**src/rtl/antirrebote_pkg.sv**
```systemverilog
// Shared types and default constants for the push-button debouncer.
package antirrebote_pkg;

    // Debouncer FSM states.
    typedef enum logic [2:0] {
        SOLTADO      = 3'd0,
        CONF_PRESION = 3'd1,
        PRESIONADO   = 3'd2,
        REPITIENDO   = 3'd3,
        CONF_SUELTA  = 3'd4
    } estado_boton_t;

    // Default timing: 10 ms debounce, 500 ms to first repeat, 100 ms between repeats at 50 MHz.
    localparam int unsigned DEF_DEBOUNCE_CYCLES = 500_000;
    localparam bit          DEF_REPEAT_EN       = 1'b1;
    localparam int unsigned DEF_REPEAT_DELAY    = 25_000_000;
    localparam int unsigned DEF_REPEAT_PERIOD   = 5_000_000;

    // Largest of three counts; sizes the shared counter.
    function automatic int unsigned max3(input int unsigned a,
                                         input int unsigned b,
                                         input int unsigned c);
        int unsigned m;
        m = (a > b) ? a : b;
        return (m > c) ? m : c;
    endfunction

endpackage

```
**src/rtl/sincronizador_2ff.sv**
```systemverilog
// Two-flop synchronizer for a single asynchronous bit; both stages clear on reset.
module sincronizador_2ff (
    input  logic clk,
    input  logic rst_n,
    input  logic d,
    output logic q
);

    logic meta_reg;
    logic sync_reg;

    // Shift the raw bit through two flops to resolve metastability.
    always_ff @(posedge clk) begin
        if (!rst_n) begin
            meta_reg <= 1'b0;
            sync_reg <= 1'b0;
        end else begin
            meta_reg <= d;
            sync_reg <= meta_reg;
        end
    end

    assign q = sync_reg;

endmodule

```
**src/rtl/antirrebote_boton.sv**
```systemverilog
// Push-button debouncer: one-cycle advance pulse per accepted press, optional
// hold-to-repeat, and a registered debounced level.
module antirrebote_boton
    import antirrebote_pkg::*;
#(
    parameter int unsigned DEBOUNCE_CYCLES = DEF_DEBOUNCE_CYCLES,
    parameter bit          REPEAT_EN       = DEF_REPEAT_EN,
    parameter int unsigned REPEAT_DELAY    = DEF_REPEAT_DELAY,
    parameter int unsigned REPEAT_PERIOD   = DEF_REPEAT_PERIOD
) (
    input  logic clk,
    input  logic rst_n,
    input  logic boton_in,
    output logic pulso_out,
    output logic nivel_estable
);

    localparam int unsigned CNT_MAX = max3(DEBOUNCE_CYCLES, REPEAT_DELAY, REPEAT_PERIOD);
    localparam int          CNT_W   = $clog2(CNT_MAX + 1);

    localparam logic [CNT_W-1:0] DEB_LAST = CNT_W'(DEBOUNCE_CYCLES - 1);
    localparam logic [CNT_W-1:0] DLY_LAST = CNT_W'(REPEAT_DELAY - 1);
    localparam logic [CNT_W-1:0] PER_LAST = CNT_W'(REPEAT_PERIOD - 1);
    localparam logic [CNT_W-1:0] CNT_ONE  = CNT_W'(1);

    logic          s;
    estado_boton_t state_reg, state_next;
    logic [CNT_W-1:0] cnt_reg, cnt_next;
    logic          pulso_reg, pulso_next;
    logic          nivel_reg, nivel_next;

    sincronizador_2ff u_sync (
        .clk   (clk),
        .rst_n (rst_n),
        .d     (boton_in),
        .q     (s)
    );

    // State, shared counter and both outputs are registered together.
    always_ff @(posedge clk) begin
        if (!rst_n) begin
            state_reg <= SOLTADO;
            cnt_reg   <= '0;
            pulso_reg <= 1'b0;
            nivel_reg <= 1'b0;
        end else begin
            state_reg <= state_next;
            cnt_reg   <= cnt_next;
            pulso_reg <= pulso_next;
            nivel_reg <= nivel_next;
        end
    end

    // Next-state logic; the pulse defaults low so it can never last two cycles.
    always_comb begin
        state_next = state_reg;
        cnt_next   = cnt_reg;
        pulso_next = 1'b0;
        nivel_next = nivel_reg;
        case (state_reg)
            SOLTADO: begin
                if (s) begin
                    cnt_next   = '0;
                    state_next = CONF_PRESION;
                end
            end
            CONF_PRESION: begin
                if (!s) begin
                    state_next = SOLTADO;
                end else if (cnt_reg == DEB_LAST) begin
                    cnt_next   = '0;
                    state_next = PRESIONADO;
                    nivel_next = 1'b1;
                    pulso_next = 1'b1;
                end else begin
                    cnt_next = cnt_reg + CNT_ONE;
                end
            end
            PRESIONADO: begin
                if (!s) begin
                    cnt_next   = '0;
                    state_next = CONF_SUELTA;
                end else if (cnt_reg == DLY_LAST) begin
                    // Without repeat the counter parks here instead of wrapping.
                    if (REPEAT_EN) begin
                        pulso_next = 1'b1;
                        cnt_next   = '0;
                        state_next = REPITIENDO;
                    end
                end else begin
                    cnt_next = cnt_reg + CNT_ONE;
                end
            end
            REPITIENDO: begin
                if (!s) begin
                    cnt_next   = '0;
                    state_next = CONF_SUELTA;
                end else if (cnt_reg == PER_LAST) begin
                    pulso_next = 1'b1;
                    cnt_next   = '0;
                end else begin
                    cnt_next = cnt_reg + CNT_ONE;
                end
            end
            CONF_SUELTA: begin
                if (s) begin
                    // Release bounce: stay pressed, no pulse, repeat delay restarts.
                    cnt_next   = '0;
                    state_next = PRESIONADO;
                end else if (cnt_reg == DEB_LAST) begin
                    state_next = SOLTADO;
                    nivel_next = 1'b0;
                end else begin
                    cnt_next = cnt_reg + CNT_ONE;
                end
            end
            default: begin
                state_next = SOLTADO;
                cnt_next   = '0;
            end
        endcase
    end

    assign pulso_out     = pulso_reg;
    assign nivel_estable = nivel_reg;

endmodule
```
**config.mk**
```make
export PLATFORM = sky130hd
export DESIGN_NAME = antirrebote_boton
export DESIGN_NICKNAME = d
export VERILOG_FILES = /design/src/rtl/antirrebote_pkg.sv /design/src/rtl/sincronizador_2ff.sv /design/src/rtl/antirrebote_boton.sv
export SDC_FILE = /design/constraint.sdc
export NUM_CORES = 1
export LEC_CHECK = 0
export CORE_MARGIN = 2
export CORE_UTILIZATION = 60
export DETAILED_ROUTE_END_ITERATION = 6
export GPL_TIMING_DRIVEN = 0
export HOLD_SLACK_MARGIN = 0.12
export PLACE_DENSITY = 0.78
export SYNTH_ARGS = -nofsm -noshare
export SYNTH_HDL_FRONTEND = slang
export SYNTH_HIERARCHICAL = 1
export SYNTH_SLANG_ARGS = --single-unit
```
**constraint.sdc**
```tcl
create_clock -name clk -period 2.9 [get_ports clk]
set_input_delay 0.29 -clock clk [delete_from_list [all_inputs] [get_ports clk]]
set_output_delay 0.29 -clock clk [all_outputs]
set_load 0.01 [all_outputs]
```
======== Yosys cells after proc, flatten, opt, wreduce, memory -nomap -nowiden ========
Cells that the tools add are included.
word-level totals
  flip-flop bits (word level) ............. 32
  word-level logic and storage cells ...... 60
operators by class
  eq/ne operators ......................... 17
  muxes and demuxes ....................... 31
  reduce and logical (&&, ||, !) cells .... 5
  $add $sub $neg .......................... 1
operators by type and width
  kind                     count
  $mux W25                 9
  $pmux W25 S5             1
  $add A25 B1 Y25 const B  1
  $eq A25 B19 Y1 const B   1
  $eq A25 B23 Y1 const B   1
  $eq A25 B25 Y1 const B   1
  $mux W3                  8
  $pmux W3 S5              1
  $mux W1                  10
  $reduce_and A5 Y1        2
  $ne A2 B2 Y1 const B     4
  $eq A3 B2 Y1 const B     2
  $ne A3 B2 Y1 const B     2
  $ne A3 B3 Y1 const B     2
  $ne A2 B1 Y1 const B     2
  $eq A3 B1 Y1 const B     1
  $eq A3 B3 Y1 const B     1
  $logic_not A3 Y1         1
  $pmux W1 S3              1
  $reduce_and A3 Y1        1
  $pmux W1 S2              1
  $reduce_bool A2 Y1       1

======== Longest topological paths before layout ========
Gate-level depths: netlist of the first run.
  word-level depth ........................ 4
  mapped depth ............................ 7

======== By module ========
The synthesis of the first run kept the hierarchy.
by module, submodules not included
  module             cells an instance  times used  area an instance (µm²)
  antirrebote_boton  217                1           1776.7
  sincronizador_2ff  4                  1           52.6

======== Worst setup path after synthesis of the first run ========
OpenSTA, ideal clock, no wires.
  path type ............................... register -> register
  start ................................... register cnt_reg[20]
  end ..................................... register cnt_reg[2]
  slack ................................... 0.642 ns
  library setup time ...................... 0.125 ns
  cell stages (with the launch flop) ...... 7
  arrival ................................. 2.133 ns
  cells stage by stage .................... dfxtp_1 -> or4b_4 -> or4_4 -> o21a_1 -> a211oi_4 -> buf_6 -> a21oi_1
on the way
  word-level cells in the longest chain between the ends .. 4
ends and longest elaborated chain
  item                                    line                                                                       text
  start: declaration                      antirrebote_boton.sv:28                                                    logic [CNT_W-1:0] cnt_reg, cnt_next;
  start signal: assignment                antirrebote_boton.sv:48                                                    cnt_reg <= cnt_next;
  $eq A25 B23 Y1 (tied with other cells)  antirrebote_boton.sv:98                                                    end else if (cnt_reg == PER_LAST) begin
  $mux W25, on equally long branches      antirrebote_boton.sv:98, antirrebote_boton.sv:70, antirrebote_boton.sv:83
  $mux W25, on equally long branches      antirrebote_boton.sv:95, antirrebote_boton.sv:68, antirrebote_boton.sv:80
  $pmux W25 S5                            antirrebote_boton.sv:60                                                    case (state_reg)
Parallel ways exist; a longest one is shown, timed or not. The select of a mux whose other input is x is not followed.
A chain may end at the register's enable or synchronous reset.

======== Worst setup path in the final report of the first run ========
  start ................................... register cnt_reg[20]
  end ..................................... register cnt_reg[7]
Same word-level chain as after synthesis.

==> impl_metrics.yaml, run 1 <==
clock_tree:
  clk_path_buf_depth: 2
  ctsResizeCount: 0
  clock_transition_at_the_registers_of_the_reported_paths_ns: 0.10
  post_cts.repair.setup_buffers: 0
  cts-hold-fix-buffers: 0
  htree_num_levels: 2
  cts_made_buffers: 5
  clock_sinks: 32
  insertion_delay_ns: 0.33
  clk_root_buffer_cell: "sky130_fd_sc_hd__clkbuf_4"
  tritoncts: "built"
worst_setup_path:
  worst-path-max-fanout: 10
  timing.setup.critical_path_class: "reg2reg"
  endpoint_of_the_worst_register_to_register_path: "cnt_reg[7]"
  worst_setup_path_start_kind: "flop"
  endpoint_kind: "flop"
  critical_path_arrival_ns: 2.74
  worst-r2r-setup-slack_ns: 0.37
  r2r.worst_path.cells: 6
  reg2reg_from: "cnt_reg[20]"
  required_ns: 3.12
global_route:
  grt_antenna_before_repair: 0
  first_global_vias: 1628
  grt.total_usage_pct: 26.4
  grt-ovfl-total: 0
  wire_length_of_the_first_global_routing_pass_mm: 7.05
  grt_max_degree: 11
floorplan:
  coreArea_mm2: 0.00298
  die_height_um: 59.2
  top_level_ports: 5
  number_of_cell_rows: 20
  start_util_pct: 61.4
  fp.dieArea_mm2: 0.00351
  die_x_um: 59.2
layout:
  share_of_the_core_filled_with_cells_in_the_final_layout_pct: 66.3
  post_route_cells_drive_above_1_share_pct: 9.91
  syn2layout_area_growth_pct: 8.00
  multiInputGateArea_mm2: 0.00109
  n_diodes: 0
  largest_register_ffs: 25
  num-fill-cells: 262
  seqCellArea_um2: 641
  finalNetCount: 236
min_path:
  worstHoldPathType: "reg2reg"
  worstHoldPathCells: 1
  min_to: "u_sync/q"
  worstHoldStart: "u_sync/meta_reg"
detailed_routing:
  detail-route-antenna-nets: 0
  totalWireLength_mm: 4.05
  wl_per_cell_um: 15.3
  drt-vias-per-instance: 6.42
  vias: 1702
  detail_route.iter0.violations: 92
  post-route-drc-count: 0
  drt_first_pass_iters: 4
sta:
  slew_violations: 0
  timing.final.crit_share_pct: 87.1
  max_frequency_mhz: 396
  setup_viol: 0
  fin_setup_tns_ns: 0
  worst_rel_slew_slack_pct: 28.2
  skew_ns: 0.00645
  timing_worst_slew_pin_value_ns: 1.07
  min_period_ns: 2.53
  hold_viol: 0
  rsz_0062_raised_after_global_routing: "false"
synth:
  synth.yosys.seq_area_share_pct: 35.0
  synth_cell_type_count: 48
  postSynthRegisterBits: 32
  ys_dominant_reg_cell: "sky130_fd_sc_hd__dfxtp_1"
  ys_warn_count: 6
  syn-cell-area_mm2: 0.00183
  synth-edff-count: 0
  syn-instance-count: 221
  synthesis.area_per_instance_um2: 8.28
  postSynthNetCount: 225
  asyncSetResetFlopFracSynth_pct: 0
run_status:
  outcome: "completed"
power_and_ir_drop:
  leakage_nw: 0.637
  power-per-cell-area_mw_per_mm2: 383
  power.ir.vdd_worst_mv: 0.230
placed_design:
  place.gp.congestion: 0.882
  port-buffer-count: 4
  place_hpwl_mm: 3.04
flow_run:
  cap_viol_max_count: 0
[layout make-up]
class                           instances  share of cell area [%]
Inverter                                7                    1.33
Clock buffer                            7                    3.29
Sequential cell                        32                    32.4
Multi-Input combinational cell        171                    55.0
Timing Repair Buffer                    4                    2.03
Buffer                                 11                    3.86
Tap cell                               33                    2.09
[placed cells by master, fill, tap and decap left out, drive strengths merged, types with 5 or more instances in the layout]
master	instances
and3	7
nand4	13
nor2	21
or4	6
xor2	12
inv	7
nand2	14
a21oi	10
dfxtp	32
nor3	8
nor4	7
or3	5
nand3	13
o21ai	9
clkbuf	14
[metal layers]
layer,track usage [%],up-vias,routed length [um]
met2,41.1,65,2020
li1,-,841,-
met3,8.08,8,294
met1,32.0,788,1650
met5,0,-,0
met4,15.3,0,85
[how the worst max path moves through the flow]
| stage | startpoint | to | slack, ns | cells after the start |
|---|---|---|---|---|
| final | cnt_reg[20] | cnt_reg[7] | 0.37 | 6 |
| after CTS | cnt_reg[20] | cnt_reg[7] | 0.38 | 6 |
| after floorplan | cnt_reg[20] | cnt_reg[2] | 0.64 | 6 |
| after detailed placement | cnt_reg[20] | cnt_reg[7] | 0.41 | 6 |
| after global placement | cnt_reg[20] | cnt_reg[7] | 0.44 | 6 |
| after global routing | cnt_reg[20] | cnt_reg[7] | 0.30 | 6 |
[power breakdown]
| part | total [W] | switching [W] | internal (W) |
|---|---|---|---|
| combinational | 0.0000303 | 0.0000179 | 0.0000123 |
| clock | 0.000282 | 0.000145 | 0.000137 |
| sequential | 0.000443 | 0.00000195 | 0.000442 |
| total | 0.000756 | 0.000165 | 0.000591 |
[synthesized netlist by cell type, drive strengths merged, types with 4 or more instances]
cell type | n | area (um2)
nand3 | 13 | 65.1
o21a | 4 | 30.0
nor4 | 7 | 50.1
buf | 4 | 45.0
a21oi | 10 | 50.1
nor2 | 21 | 78.8
dfxtp | 32 | 641
or4 | 6 | 50.1
xor2 | 12 | 105
o21ai | 9 | 45.0
or3 | 5 | 31.3
nand2 | 14 | 52.6
and3 | 7 | 43.8
nand4 | 13 | 81.3
inv | 7 | 26.3
clkbuf | 7 | 31.3
nor3 | 8 | 40.0
[critical path, stage by stage (launching register included)]
cell	delay (ns)
sky130_fd_sc_hd__dfxtp_1	0.36
sky130_fd_sc_hd__or4b_4	0.58
sky130_fd_sc_hd__or4_4	0.54
sky130_fd_sc_hd__o21a_1	0.23
sky130_fd_sc_hd__a211oi_4	0.44
sky130_fd_sc_hd__buf_6	0.21
sky130_fd_sc_hd__a21oi_1	0.05
[through the flow]
step	setup WS, ns	power, W	hold slack (ns)	instance area [um2]	cells
finish	0.374	0.000756	0.448	1980	265
global route	0.295	0.000792	0.466	1980	265
global placement	0.439	0.000483	0.412	1910	258
detailed placement	0.408	0.000484	0.428	1910	258
CTS	0.379	0.000766	0.453	1980	265
floorplan	0.642	0.000474	0.412	1830	221
[cell families after synthesis]
kind of cell / share of synthesized area (%)
simple gates: 37.4
flops: 35.0
fa+ha+maj: 0.684
xor+xnor: 6.70
compound gates: 14.6
buf+inv: 5.61
Power figures use the tool's default switching activity.
==> inputs of run 2 (changes only) <==
Settings changed: SETUP_SLACK_MARGIN set to 0.3.
==> run 2 against run 1 <==
  * Total power grew 0.11%
  * Largest power group unchanged
  * Hold slack is essentially flat
  * Core utilization is the same
  * Design area is the same
  * Critical path depth is the same
  * Via count grew 0.82%
  * Global-route usage is the same
  * Clock skew is essentially flat
==> impl_metrics.yaml, run 2 (synthesis gave the netlist of run 1 again) <==
sta:
  rsz_0062_raised_after_global_routing: "false"
  max_frequency_mhz: 404
  hold_viol: 0
  min_period_ns: 2.47
  fin_setup_tns_ns: 0
  slew_violations: 0
  timing_worst_slew_pin_value_ns: 1.02
  skew_ns: 0.00692
  setup_viol: 0
  worst_rel_slew_slack_pct: 31.6
  timing.final.crit_share_pct: 85.3
global_route:
  grt_antenna_before_repair: 0
  grt-ovfl-total: 0
  grt.total_usage_pct: 26.4
  first_global_vias: 1628
  wire_length_of_the_first_global_routing_pass_mm: 7.05
  grt_max_degree: 11
worst_setup_path:
  worst_setup_path_start_kind: "flop"
  path_buf_inv: 1
  worstSetupPathDepth: 6
  timing.setup.critical_path_class: "reg2reg"
  r2r.worst_path.cells: 6
  worst-path-max-fanout: 10
  kind_of_cell_with_the_highest_combined_delay_on_the_critical_path: "simple AND/OR/NAND/NOR gates"
  timing.critical_path.from: "cnt_reg[20]"
  endpoint_kind: "flop"
  endpoint_of_the_worst_register_to_register_path: "cnt_reg[7]"
  timing.critical_path.cells: "or4b_4 > or4_4 > o21a_1 > a211oi_4 > buf_6 > a21oi_1"
  crit_path_max_incr_delay_ns: 0.58
  worst-r2r-setup-slack_ns: 0.43
  critPathSlowestCell: "sky130_fd_sc_hd__or4b_4"
  required_ns: 3.12
  reg2reg_from: "cnt_reg[20]"
  cp_endpoint: "cnt_reg[7]"
  critical_path_arrival_ns: 2.69
layout:
  final-instance-count-excl-fill: 265
  num-fill-cells: 262
  finalNetCount: 236
  n_diodes: 0
  post_route_cells_drive_above_1_share_pct: 9.91
  largest_register_ffs: 25
  layout.cells.most_common: "sky130_fd_sc_hd__dfxtp_1"
  commonest_cells_after_routing_fill_and_taps_aside: "32 x sky130_fd_sc_hd__dfxtp_1, 21 x sky130_fd_sc_hd__nor2_1, 14 x sky130_fd_sc_hd__nand2_1"
  syn2layout_area_growth_pct: 8.00
  share_of_the_core_filled_with_cells_in_the_final_layout_pct: 66.3
  final_area_mm2: 0.00198
floorplan:
  start_util_pct: 61.4
  fp.dieArea_mm2: 0.00351
  top_level_ports: 5
  die_height_um: 59.2
  die_x_um: 59.2
  number_of_cell_rows: 20
  coreArea_mm2: 0.00298
clock_tree:
  tritoncts: "built"
  cts_made_buffers: 5
  ctsResizeCount: 0
  insertion_delay_ns: 0.33
  clock_transition_at_the_registers_of_the_reported_paths_ns: 0.10
  clk_root_buffer_cell: "sky130_fd_sc_hd__clkbuf_4"
  htree_num_levels: 2
  post_cts.repair.setup_buffers: 0
  cts-hold-fix-buffers: 0
  clock_sinks: 32
  clk_path_buf_depth: 2
flow_run:
  cap_viol_max_count: 0
placed_design:
  post-place-cells: 258
  place_hpwl_mm: 3.04
  port-buffer-count: 4
  place.gp.congestion: 0.882
  detailed_place.area_mm2: 0.00191
detailed_routing:
  vias: 1716
  detail_route.iter0.violations: 88
  totalWireLength_mm: 4.07
  wl_per_cell_um: 15.4
  detail-route-antenna-nets: 0
  drt-vias-per-instance: 6.48
  drt_first_pass_iters: 4
  post-route-drc-count: 0
power_and_ir_drop:
  power.ir.vdd_worst_mv: 0.230
  leakage_nw: 0.637
  power-per-cell-area_mw_per_mm2: 383
min_path:
  worstHoldPathType: "reg2reg"
run_status:
  outcome: "completed"
-- run 2: cell type report --
| cell class | instances | area, um2 | area share [%] |
|---|---|---|---|
| Sequential cell | 32 | 641 | 32.4 |
| Timing Repair Buffer | 4 | 40.0 | 2.03 |
| Inverter | 7 | 26.3 | 1.33 |
| Clock buffer | 7 | 65.1 | 3.29 |
| Tap cell | 33 | 41.3 | 2.09 |
| Multi-Input combinational cell | 171 | 1090 | 55.0 |
| Buffer | 11 | 76.3 | 3.86 |
-- run 2: report_power, final --
group	leakage [nW]	switching, W	internal [W]
logic	0.341	0.0000181	0.0000127
registers	0.258	0.00000194	0.000442
clock network	0.0374	0.000145	0.000137
total	0.637	0.000165	0.000592
-- run 2: worst min path at each step --
| stage | start | to | slack [ns] | cells past startpoint |
|---|---|---|---|---|
| global route | u_sync/meta_reg | u_sync/q | 0.47 | 1 |
| finish | u_sync/meta_reg | u_sync/q | 0.45 | 1 |
| detailed placement | u_sync/meta_reg | u_sync/q | 0.43 | 1 |
| global placement | u_sync/meta_reg | u_sync/q | 0.41 | 1 |
| CTS | u_sync/meta_reg | u_sync/q | 0.45 | 1 |
| floorplan | boton_in | u_sync/meta_reg | 0.41 | 1 |
-- run 2: layer usage --
| metal | share of wire (%) | track usage (%) | vias to the layer above |
|---|---|---|---|
| li1 | - | - | 842 |
| met1 | 42 | 32.0 | 805 |
| met2 | 49 | 41.1 | 61 |
| met3 | 6.2 | 8.08 | 8 |
| met4 | 2.1 | 15.3 | 0 |
| met5 | 0 | 0 | - |
-- run 2: stage by stage --
step	worst slack [ns]	total power, W	hold WS, ns
6_report	0.426	0.000757	0.448
5_1_grt	0.327	0.000793	0.466
4_1_cts	0.379	0.000766	0.453
3_5_place_dp	0.408	0.000484	0.428
3_3_place_gp	0.439	0.000483	0.412
2_1_floorplan	0.642	0.000474	0.412
==> inputs of run 3 (changes only) <==
Settings changed: CORE_MARGIN 2 to not set, DONT_BUFFER_PORTS set to 1, PLACE_DENSITY 0.78 to 0.76.
==> run 3 against run 2 <==
  * Register-to-register slack barely moved
  * Design area fell by 1.3%
  * Combinational power up 3%
  * Largest cell class unchanged
  * Fmax shrank 0.50%
  * First-iteration DRC count increased by 20%
  * Via count rose by 0.35%
  * Worst setup slack got worse by 0.012 ns
  * Non-clock buffer count down 1
  * Core utilization increased by 2.6 points
  * Clock-buffer cell count shrank 1
  * Sequential share of layout area is 0.42 points higher
  * Clock power shrank 16%
==> impl_metrics.yaml, run 3 (synthesis gave the netlist of run 1 again) <==
floorplan:
  die_x_um: 57.2
  top_level_ports: 5
  coreArea_mm2: 0.00283
  number_of_cell_rows: 19
  die_height_um: 57.2
  fp.dieArea_mm2: 0.00327
  start_util_pct: 64.7
sta:
  worst_rel_slew_slack_pct: 28.8
  min_period_ns: 2.49
  skew_ns: 0.00494
  max_frequency_mhz: 402
  fin_setup_tns_ns: 0
  timing_worst_slew_pin_value_ns: 1.06
  slew_violations: 0
  timing.final.crit_share_pct: 85.7
  rsz_0062_raised_after_global_routing: "false"
  setup_viol: 0
  hold_viol: 0
  fin_worst_hold_slack_ns: 0.156
worst_setup_path:
  reg2reg_from: "cnt_reg[20]"
  r2r.worst_path.cells: 6
  timing.critical_path.cells: "or4b_4 > or4_4 > o21a_1 > a211oi_4 > buf_6 > a21oi_1"
  worst-path-max-fanout: 10
  worst_setup_path_start_kind: "flop"
  critical_path_arrival_ns: 2.72
  crit_path_max_incr_delay_ns: 0.58
  endpoint_of_the_worst_register_to_register_path: "cnt_reg[1]"
  timing.setup.critical_path_class: "reg2reg"
  required_ns: 3.13
  worst-r2r-setup-slack_ns: 0.41
  timing.critical_path.from: "cnt_reg[20]"
  endpoint_kind: "flop"
  cp_endpoint: "cnt_reg[1]"
  critPathSlowestCell: "sky130_fd_sc_hd__or4b_4"
layout:
  final_area_mm2: 0.00195
  finalNetCount: 235
  commonest_cells_after_routing_fill_and_taps_aside: "32 x sky130_fd_sc_hd__dfxtp_1, 21 x sky130_fd_sc_hd__nor2_1, 14 x sky130_fd_sc_hd__nand2_1"
  post_route_cells_drive_above_1_share_pct: 9.96
  num-fill-cells: 233
  seqCellArea_um2: 641
  share_of_the_core_filled_with_cells_in_the_final_layout_pct: 69.0
  layout.cells.most_common: "sky130_fd_sc_hd__dfxtp_1"
  n_diodes: 0
  largest_register_ffs: 25
  syn2layout_area_growth_pct: 6.63
  multiInputGateArea_mm2: 0.00109
placed_design:
  place.gp.congestion: 0.875
  detailed_place.area_mm2: 0.00187
  port-buffer-count: 0
  place_hpwl_mm: 3.05
global_route:
  first_global_vias: 1649
  grt-ovfl-total: 0
  grt_antenna_before_repair: 0
  grt_max_degree: 11
  wire_length_of_the_first_global_routing_pass_mm: 7.31
  grt.total_usage_pct: 29.0
clock_tree:
  post_cts.repair.setup_buffers: 0
  htree_num_levels: 2
  insertion_delay_ns: 0.34
  cts_made_buffers: 5
  tritoncts: "built"
  clk_path_buf_depth: 2
  clock_sinks: 32
  clock_transition_at_the_registers_of_the_reported_paths_ns: 0.10
  clk_root_buffer_cell: "sky130_fd_sc_hd__clkbuf_4"
detailed_routing:
  drt-vias-per-instance: 6.57
  detail_route.iter0.violations: 106
  post-route-drc-count: 0
  routed-wl-met3_um: 227
  totalWireLength_mm: 4.26
  detailroute.wirelength.met2_mm: 2.03
  top_layer_used: "met4"
  drt_first_pass_iters: 4
  wl_per_cell_um: 16.3
  detail-route-antenna-nets: 0
  wl_met1_mm: 1.90
  vias: 1722
power_and_ir_drop:
  power-per-cell-area_mw_per_mm2: 365
  power.ir.vdd_worst_mv: 0.279
  leakage_nw: 0.629
min_path:
  worstHoldPathType: "in2reg"
flow_run:
  cap_viol_max_count: 0
run_status:
  outcome: "completed"
## run 3: layout make-up
cell class              instances  area share [%]
well taps                      31            1.99
clock inverters                 1           0.257
clock buffers                   6            2.12
inverters                       7            1.35
multi-input cells             171            56.0
flip-flops and latches         32            32.8
repair buffers                  3            1.54
plain buffers                  11            3.91
## run 3: per-layer routing
layer,global-route usage [%],vias to the layer above
li1,-,841
met1,36.8,819
met2,47.6,51
met3,6.12,11
met4,13.2,0
met5,0,-
## run 3: per-stage QoR
step / power (W) / worst slack, ns / cells
2_1_floorplan: 0.000474 / 0.642 / 221
3_3_place_gp: 0.000480 / 0.407 / 252
3_5_place_dp: 0.000481 / 0.398 / 252
4_1_cts: 0.000718 / 0.369 / 262
5_1_grt: 0.000741 / 0.325 / 262
6_report: 0.000713 / 0.413 / 262
## run 3: power breakdown
group	internal [W]	total, W	switching [W]
Clock	0.0000891	0.000237	0.000148
Sequential	0.000442	0.000444	0.00000211
Combinational	0.0000131	0.0000316	0.0000185
Total	0.000544	0.000713	0.000169
## run 3: how the worst min path moves through the flow
stage / startpoint / end / slack [ns] / depth (start not counted)
floorplan: boton_in / u_sync/meta_reg / 0.41 / 1
global placement: boton_in / u_sync/meta_reg / 0.41 / 1
detailed placement: boton_in / u_sync/meta_reg / 0.41 / 1
CTS: rst_n / state_reg[1] / 0.14 / 2
global route: rst_n / state_reg[1] / 0.14 / 2
finish: rst_n / state_reg[1] / 0.16 / 2
## run 3: worst max-delay path: cells and delay by family (launching register included)
kind                   cells  cell delay, ns
AO/OA/AOI/OAI              3            0.68
buffers and inverters      1            0.22
flip-flops                 1            0.36
AND/OR/NAND/NOR            2            1.11
## run 3: timing repair
item                       CTS  global route
hold buffers                 3             0
resized for setup            0             1
hold endpoints to repair     3             0
setup endpoints to repair    0            13
